## src/rtl/cram_chain_loader_if.sv

```systemverilog
// Beat stream and CRAM chain signals shared between the loader and its environment.
// The slave modport is the loader's view; master is the driving environment.
interface cram_chain_loader_if #(
  parameter int NUM_CHAINS = 4
);
  logic                  s_valid;
  logic                  s_ready;
  logic [NUM_CHAINS-1:0] s_data;
  logic                  cfg_en;
  logic [NUM_CHAINS-1:0] cfg_data;
  logic [NUM_CHAINS-1:0] cfg_q;
  logic                  rb_valid;
  logic [NUM_CHAINS-1:0] rb_data;

  modport master (
    output s_valid, s_data, cfg_q,
    input  s_ready, cfg_en, cfg_data, rb_valid, rb_data
  );

  modport slave (
    input  s_valid, s_data, cfg_q,
    output s_ready, cfg_en, cfg_data, rb_valid, rb_data
  );
endinterface

```

## src/rtl/cram_chain_loader.sv

```systemverilog
// Loads NUM_CHAINS parallel CRAM chains from a valid/ready beat stream with a paced shift strobe.
// Optional CRC-16-CCITT check over the shifted bits is enabled by defining CRAM_CRC_EN.
module cram_chain_loader #(
  parameter int NUM_CHAINS = 4,
  parameter int CHAIN_LEN  = 256,
  parameter int DIV_W      = 4
) (
  input  logic                           clk,
  input  logic                           rst,
  input  logic                           start_i,
  input  logic                           abort_i,
  input  logic [DIV_W-1:0]               clk_div_i,
  cram_chain_loader_if.slave             bus,
`ifdef CRAM_CRC_EN
  input  logic [15:0]                    crc_exp_i,
  output logic [15:0]                    crc_val_o,
`endif
  output logic [$clog2(CHAIN_LEN+1)-1:0] bit_cnt_o,
  output logic                           busy_o,
  output logic                           done_o,
  output logic                           err_o
);

  localparam int CNT_W = $clog2(CHAIN_LEN+1);

  typedef enum logic [2:0] {IDLE, LOAD, SHIFT, DONE, ERR} state_e;

  state_e                state_q, state_d;
  logic [NUM_CHAINS-1:0] hold_q, hold_d;
  logic [DIV_W-1:0]      div_q, div_d;
  logic [DIV_W-1:0]      div_cnt_q, div_cnt_d;
  logic [CNT_W-1:0]      bit_cnt_q, bit_cnt_d;
  logic                  done_q, done_d;
  logic                  err_q, err_d;
  logic [NUM_CHAINS-1:0] cfg_data_q, cfg_data_d;
  logic [NUM_CHAINS-1:0] rb_data_q, rb_data_d;

  logic                  strobe;
  logic [CNT_W-1:0]      bit_cnt_inc;
  logic                  last_shift;

`ifdef CRAM_CRC_EN
  logic [15:0] crc_q, crc_d;
  logic [15:0] crc_exp_q, crc_exp_d;

  // Bits enter MSB-first CRC in chain index order, bit 0 first.
  function automatic logic [15:0] crcUpdate(input logic [15:0] c, input logic [NUM_CHAINS-1:0] d);
    logic [15:0] r;
    r = c;
    for (int i = 0; i < NUM_CHAINS; i++) begin
      r = {r[14:0], 1'b0} ^ ((r[15] ^ d[i]) ? 16'h1021 : 16'h0000);
    end
    return r;
  endfunction
`endif

  assign strobe      = (state_q == SHIFT) && (div_cnt_q == div_q);
  assign bit_cnt_inc = bit_cnt_q + CNT_W'(1);
  assign last_shift  = (bit_cnt_inc == CNT_W'(CHAIN_LEN));

  always_ff @(posedge clk or posedge rst) begin
    if (rst) begin
      state_q    <= IDLE;
      hold_q     <= '0;
      div_q      <= '0;
      div_cnt_q  <= '0;
      bit_cnt_q  <= '0;
      done_q     <= 1'b0;
      err_q      <= 1'b0;
      cfg_data_q <= '0;
      rb_data_q  <= '0;
`ifdef CRAM_CRC_EN
      crc_q      <= 16'hFFFF;
      crc_exp_q  <= '0;
`endif
    end else begin
      state_q    <= state_d;
      hold_q     <= hold_d;
      div_q      <= div_d;
      div_cnt_q  <= div_cnt_d;
      bit_cnt_q  <= bit_cnt_d;
      done_q     <= done_d;
      err_q      <= err_d;
      cfg_data_q <= cfg_data_d;
      rb_data_q  <= rb_data_d;
`ifdef CRAM_CRC_EN
      crc_q      <= crc_d;
      crc_exp_q  <= crc_exp_d;
`endif
    end
  end

  always_comb begin
    state_d    = state_q;
    hold_d     = hold_q;
    div_d      = div_q;
    div_cnt_d  = div_cnt_q;
    bit_cnt_d  = bit_cnt_q;
    done_d     = done_q;
    err_d      = err_q;
    cfg_data_d = cfg_data_q;
    rb_data_d  = rb_data_q;
`ifdef CRAM_CRC_EN
    crc_d      = crc_q;
    crc_exp_d  = crc_exp_q;
`endif
    case (state_q)
      IDLE, DONE, ERR: begin
        if (start_i) begin
          state_d   = LOAD;
          bit_cnt_d = '0;
          done_d    = 1'b0;
          err_d     = 1'b0;
          div_d     = clk_div_i;
`ifdef CRAM_CRC_EN
          crc_d     = 16'hFFFF;
          crc_exp_d = crc_exp_i;
`endif
        end
      end
      LOAD: begin
        if (abort_i) begin
          state_d = ERR;
          err_d   = 1'b1;
        end else if (bus.s_valid) begin
          hold_d    = bus.s_data;
          div_cnt_d = '0;
          state_d   = SHIFT;
        end
      end
      SHIFT: begin
        div_cnt_d = div_cnt_q + DIV_W'(1);
        // A strobe due in the abort cycle still shifts; abort only redirects the next state.
        if (strobe) begin
          bit_cnt_d  = bit_cnt_inc;
          cfg_data_d = hold_q;
          rb_data_d  = bus.cfg_q;
          state_d    = last_shift ? DONE : LOAD;
`ifdef CRAM_CRC_EN
          crc_d      = crcUpdate(crc_q, hold_q);
`endif
          if (last_shift && !abort_i) begin
            done_d = 1'b1;
`ifdef CRAM_CRC_EN
            if (crc_d != crc_exp_q) err_d = 1'b1;
`endif
          end
        end
        if (abort_i) begin
          state_d = ERR;
          err_d   = 1'b1;
        end
      end
      default: state_d = IDLE;
    endcase
  end

  assign bus.s_ready  = (state_q == LOAD);
  assign bus.cfg_en   = strobe;
  assign bus.cfg_data = strobe ? hold_q : cfg_data_q;
  assign bus.rb_valid = strobe;
  assign bus.rb_data  = strobe ? bus.cfg_q : rb_data_q;
  assign bit_cnt_o    = bit_cnt_q;
  assign busy_o       = (state_q == LOAD) || (state_q == SHIFT);
  assign done_o       = done_q;
  assign err_o        = err_q;
`ifdef CRAM_CRC_EN
  assign crc_val_o    = crc_q;
`endif

endmodule

```

## src/flat_wrapper.sv

```systemverilog
// flat-port wrapper written by rule: the top's interface ports become plain ports
module cram_chain_loader_flat 
#(
  parameter int NUM_CHAINS = 4,
  parameter int CHAIN_LEN  = 256,
  parameter int DIV_W      = 4
)
  (clk, rst, start_i, abort_i, clk_div_i, bit_cnt_o, busy_o, done_o, err_o, bus_s_valid, bus_s_data, bus_cfg_q, bus_s_ready, bus_cfg_en, bus_cfg_data, bus_rb_valid, bus_rb_data);
  cram_chain_loader_if #(.NUM_CHAINS(NUM_CHAINS)) bus_i ();
  input  logic clk;
  input  logic rst;
  input  logic start_i;
  input  logic abort_i;
  input  logic [DIV_W-1:0] clk_div_i;
  output logic [$clog2(CHAIN_LEN+1)-1:0] bit_cnt_o;
  output logic busy_o;
  output logic done_o;
  output logic err_o;
  input wire logic [$bits(bus_i.s_valid)-1:0] bus_s_valid;
  input wire logic [$bits(bus_i.s_data)-1:0] bus_s_data;
  input wire logic [$bits(bus_i.cfg_q)-1:0] bus_cfg_q;
  output wire logic [$bits(bus_i.s_ready)-1:0] bus_s_ready;
  output wire logic [$bits(bus_i.cfg_en)-1:0] bus_cfg_en;
  output wire logic [$bits(bus_i.cfg_data)-1:0] bus_cfg_data;
  output wire logic [$bits(bus_i.rb_valid)-1:0] bus_rb_valid;
  output wire logic [$bits(bus_i.rb_data)-1:0] bus_rb_data;
  assign bus_i.s_valid = bus_s_valid;
  assign bus_i.s_data = bus_s_data;
  assign bus_i.cfg_q = bus_cfg_q;
  assign bus_s_ready = bus_i.s_ready;
  assign bus_cfg_en = bus_i.cfg_en;
  assign bus_cfg_data = bus_i.cfg_data;
  assign bus_rb_valid = bus_i.rb_valid;
  assign bus_rb_data = bus_i.rb_data;
  cram_chain_loader #(.NUM_CHAINS(NUM_CHAINS), .CHAIN_LEN(CHAIN_LEN), .DIV_W(DIV_W)) u_core (.clk(clk), .rst(rst), .start_i(start_i), .abort_i(abort_i), .clk_div_i(clk_div_i), .bus(bus_i), .bit_cnt_o(bit_cnt_o), .busy_o(busy_o), .done_o(done_o), .err_o(err_o));
endmodule
```

## config.mk

```make
export PLATFORM = sky130hd
export DESIGN_NAME = cram_chain_loader_flat
export DESIGN_NICKNAME = d
export VERILOG_FILES = /design/src/rtl/cram_chain_loader_if.sv /design/src/rtl/cram_chain_loader.sv /design/src/flat_wrapper.sv
export SDC_FILE = /design/constraint.sdc
export NUM_CORES = 1
export LEC_CHECK = 0
export CAP_MARGIN = 20
export CORE_UTILIZATION = 36
export DETAILED_ROUTE_END_ITERATION = 12
export PLACE_DENSITY = 0.64
export RECOVER_POWER = 100
export SLEW_MARGIN = 30
export SYNTH_ARGS = -nofsm -noshare
export SYNTH_HDL_FRONTEND = slang
export SYNTH_SLANG_ARGS = --single-unit
```

## constraint.sdc

```tcl
create_clock -name clk -period 4.5 [get_ports clk]
set_input_delay 0.45 -clock clk [delete_from_list [all_inputs] [get_ports clk]]
set_output_delay 0.45 -clock clk [all_outputs]
set_load 0.1 [all_outputs]
```

; After elaboration in Yosys (flattened, before gate mapping)
; Index checks and enable logic that the tools add are counted.
[word_totals]
out_inout_bits = 23
register_bits = 34
elab_cells = 64
[op_classes]
n_reduce_logical = 17
n_addsub = 2
n_eq_ne = 14
muxes = 21
bitwise_logic = 1
[ops]
columns = op, n
row1 = two-way mux 9 bit, 2
row2 = case mux 9 bit (2 select lines), 1
row3 = two-way mux 4 bit, 4
row4 = two-way mux 3 bit, 5
row5 = AND reduction 3 bit, 5
row6 = adder 9 x 1 -> 9 bit (second input constant), 1
row7 = equality test 9 bit (second input constant), 1
row8 = case mux 3 bit (3 select lines), 1
row9 = inequality test 2 bit (second input constant), 4
row10 = case mux 4 bit (2 select lines), 1
row11 = equality test 3 x 2 -> 1 bit (second input constant), 2
row12 = nonzero test 2 bit, 3
row13 = adder 4 x 1 -> 4 bit (second input constant), 1
row14 = equality test 4 bit, 1
row15 = two-way mux 1 bit, 4
row16 = inequality test 2 x 1 -> 1 bit (second input constant), 2
row17 = case mux 1 bit (2 select lines), 2
row18 = AND reduction 4 bit, 1
row19 = equality test 3 x 1 -> 1 bit (second input constant), 1
row20 = equality test 3 bit (second input constant), 1
row21 = zero test 3 bit, 1
row22 = inequality test 3 x 2 -> 1 bit (second input constant), 1
row23 = inequality test 3 bit (second input constant), 1
row24 = OR reduction 3 bit, 1
row25 = 7 further kinds, 8

; Logic depth before layout (Yosys ltp)
[depth]
depth_word = 6
mapped_depth = 7
mapped_depth_nobuf = 6

; Least setup slack after synthesis
; OpenSTA, ideal clock, no wires.
[synth_path]
path_type = reg-to-output
startpoint = reg u_core.div_cnt_q[0]
endpoint = out bus_cfg_data[0]
stages_incl_launch_ff = 8
path_slack_ps = 1577
arrival_time_ps = 2473
cell_sequence = dfrtp_1 > xnor2_1 > nand4_1 > nand2b_1 > inv_1 > buf_2 > nand2_1 > nand2_1
[synth_via]
elab_chain_len = 3
[synth_rtl]
columns = item, line_no
row1 = start: declaration, cram_chain_loader.sv:31  ; logic [DIV_W-1:0] div_cnt_q, div_cnt_d;
row2 = start signal: assignment, cram_chain_loader.sv:80  ; div_cnt_q <= div_cnt_d;
row3 = equality test 4 bit, cram_chain_loader.sv:57  ; assign strobe = (state_q == SHIFT) && (div_cnt_q == div_q);
row4 = logical AND 1 bit, cram_chain_loader.sv:57
row5 = net bus_cfg_en, flat_wrapper.sv:23  ; output wire logic [$bits(bus_i.cfg_en)-1:0] bus_cfg_en;
row6 = two-way mux 4 bit, -
row7 = end: declaration, flat_wrapper.sv:24  ; output wire logic [$bits(bus_i.cfg_data)-1:0] bus_cfg_data;
; The timed path passes the listed nets, and every way through them passes these cells.

; Worst setup path after layout
[layout_path]
startpoint = reg u_core.state_q[1]
endpoint = out bus_cfg_data[3]
[layout_via]
elab_chain_len = 3
[layout_rtl]
columns = item, line_no
row1 = start: declaration, cram_chain_loader.sv:28  ; state_e state_q, state_d;
row2 = start signal: assignment, cram_chain_loader.sv:77  ; state_q <= state_d;
row3 = equality test 3 x 2 -> 1 bit, cram_chain_loader.sv:57
row4 = logical AND 1 bit, cram_chain_loader.sv:57
row5 = two-way mux 4 bit, -
; Every way passes these cells.

==> metrics <==
post-CTS resize count 0; clk slew on worst S/H paths around 0.07 ns; Core ar. 0.00472 sq mm; Post-synth EDFFs 0; post-synthesis sequential element count 34; Clock Tree Root clkbuf_8; Starting Density a little under two fifths; FF-to-FF path depth 5; Critical path origin u_core.state_q[1]; final-report setup violation count 0; CTS Buffer Depth 2; Seq/Total Area, Yosys ~48%; pwr dens just under 700 mW/mm^2; worst hold margin 0.474 ns; final cycle utilization of the critical path about four fifths; Lkg Pwr around 0.99 nW; Max-slew headroom -21.2%; final hold violations 0; cell taking the most area after synthesis dfrtp_1; worst r2r src u_core.state_q[1]; top_reg_cell synth dfrtp_1; Fill cells ~480; chip height between 70 and 80 um; crit path launch type flip-flop; drt via density between 5 and 6; Clock Sinks 34; Synth Net Count 211; GRT Total Usage approximately 16%; Post-Route WL roughly 3.7 mm; hold crit path type flip-flop to flip-flop; DRT iter0 DRCs 180; multi-input logic area between 800 and 900 sq um; initial antenna violation count 0; Net count, final approximately 250; Antenna Diode Count 0; Max Clock Freq roughly 0.27 GHz; FF+latch area between 800 and 900 sq um; status complete, but fails checks; drt pass-1 iters 4; global placer's final weighted congestion 0.905; synth unique cells 45; Util after Layout between 40% and 50%; violated checks capacitance limit, slew limit; Setup CP Type flip-flop to primary output; Final Skew about 0.0053 ns; vias 1,501; Crit. End Element primary output; Die W between 70 and 80 um; Rows 25; post-synth top area share approximately 48%; area grow syn2layout 26.0%; Finished Cell Area roughly 0.0022 sq mm; io pins 40; layout cells sized above 1 under 10%; Routed wire per std cell between 10 and 15 um; Hold Buf Count CTS 0; reg2reg end u_core.done_o; cell area after synthesis about 0.0018 sq mm; Antenna Nets Post-Route 0; DRC viols 0; worst path arrival time about 3.2 ns; CTS buffer count 5; worst skew pair latency around 0.29 ns; CTS H-tree depth 2; DP HPWL about 2.6 mm; Max Slew Vio Count 35; Syn Area/Cell 9.25 sq um; RSZ-0062 raised after global routing no; CP max FO 15; total power between 1.5 and 2 mW; Worst VDD drop roughly 0.00035 V; Post-Place Cell Area about 0.0022 sq mm; worst-margin pin slew approximately 1.8 ns; Warnings, synthesis 0; commonest non-fill, non-tap cell in the layout nand2_1; global route overflow 0; Mapped Cells 192; leading cell types in the layout, fill and taps excluded 45 x nand2_1, 34 x dfrtp_1, 15 x dlygate4sd3_1, 14 x clkdlybuf4s50_1, 12 x o21ai_0; post-route setup TNS 0 ns; Req. time, crit path 4.05 ns; reg2reg setup slack 1.67 ns; Period minus WS final between 3 and 4 ns; max-cap viol count 1; CTS tree done; Port Buffer Count 39; crit path to bus_cfg_data[3]; fraction of registers with async set/reset 100%; largest net degree at the start of global routing 35; first-pass GRT wire length around 6.4 mm; top cells by area, synth dfrtp_1 48%, nand2_1 9.5%, mux2_2 5.1%; vias in the first global route 1,349; setup bufs post-CTS 0; die area between 0.005 and 0.006 sq mm
logic make-up after synthesis:
| family | after synthesis | share of synthesized area, % |
|---|---|---|
| buf+inv | 18 | 4.79 |
| flops | 34 | 47.9 |
| fa+ha+maj | 2 | 1.41 |
| xor+xnor | 7 | 3.45 |
| compound gates | 37 | 13.7 |
| simple gates | 85 | 23.1 |
| mux | 9 | 5.63 |
critical path, cell delays in order, from the launching register on:
cell,delay [ns]
dfrtp_1,0.52
nor3b_1,0.45
nand2b_1,0.40
inv_1,0.49
nand2_1,0.13
nand2_1,0.08
clkbuf_1,0.86
worst min path at each step:
stage / to / startpoint / cells past startpoint
after global routing: u_core.rb_data_q[0] / u_core.rb_data_q[0] / 2
after global placement: u_core.cfg_data_q[0] / u_core.cfg_data_q[0] / 2
after CTS: u_core.rb_data_q[3] / u_core.rb_data_q[3] / 2
final: u_core.cfg_data_q[1] / u_core.cfg_data_q[1] / 2
after floorplan: u_core.rb_data_q[0] / u_core.rb_data_q[0] / 2
after detailed placement: u_core.cfg_data_q[0] / u_core.cfg_data_q[0] / 2
per-layer routing:
layer	global-route usage [%]	share of wire (%)	routed length, um
met2	23.3	45	1660
met4	7.63	2.5	92
met3	5.00	4.9	183
met1	22.1	48	1790
met5	0	0	0
flip-flops by register name, summed over array words and instances (netlist names):
name               cells
u_core.done_o          1
u_core.div_q           4
u_core.hold_q          4
u_core.state_q         3
u_core.bit_cnt_o       9
u_core.err_o           1
u_core.div_cnt_q       4
u_core.cfg_data_q      4
u_core.rb_data_q       4
cell type report:
| type | instances | share of cell area (%) |
|---|---|---|
| sequential | 34 | 38.0 |
| multi-input combinational | 140 | 36.7 |
| timing repair buffer | 40 | 15.5 |
| tap | 67 | 3.75 |
| clock buffer | 6 | 3.69 |
| inverter | 11 | 1.84 |
| clock inverter | 2 | 0.559 |
Yosys cell counts, types with 4 or more instances:
cell and instances:
dfrtp_1 34, o21ai_0 11, nand2_1 45, xnor2_1 5, or3_1 4, mux2_2 8
a21oi_1 10, nand3_1 5, nor3_1 5, inv_1 11, nand4_1 5, nor2_1 6
metrics by stage:
step                std cells  setup WS, ns
global route              300         0.524
finish                    300         0.820
global placement          292          1.71
floorplan                 192          1.58
detailed placement        292          1.62
CTS                       300          1.28
power by group:
group	total, mW	switching (mW)	leakage [nW]	internal (mW)
logic	0.818	0.606	0.515	0.212
clock network	0.239	0.116	0.0472	0.123
registers	0.490	0.0829	0.431	0.407
Power figures use the tool's default switching activity.
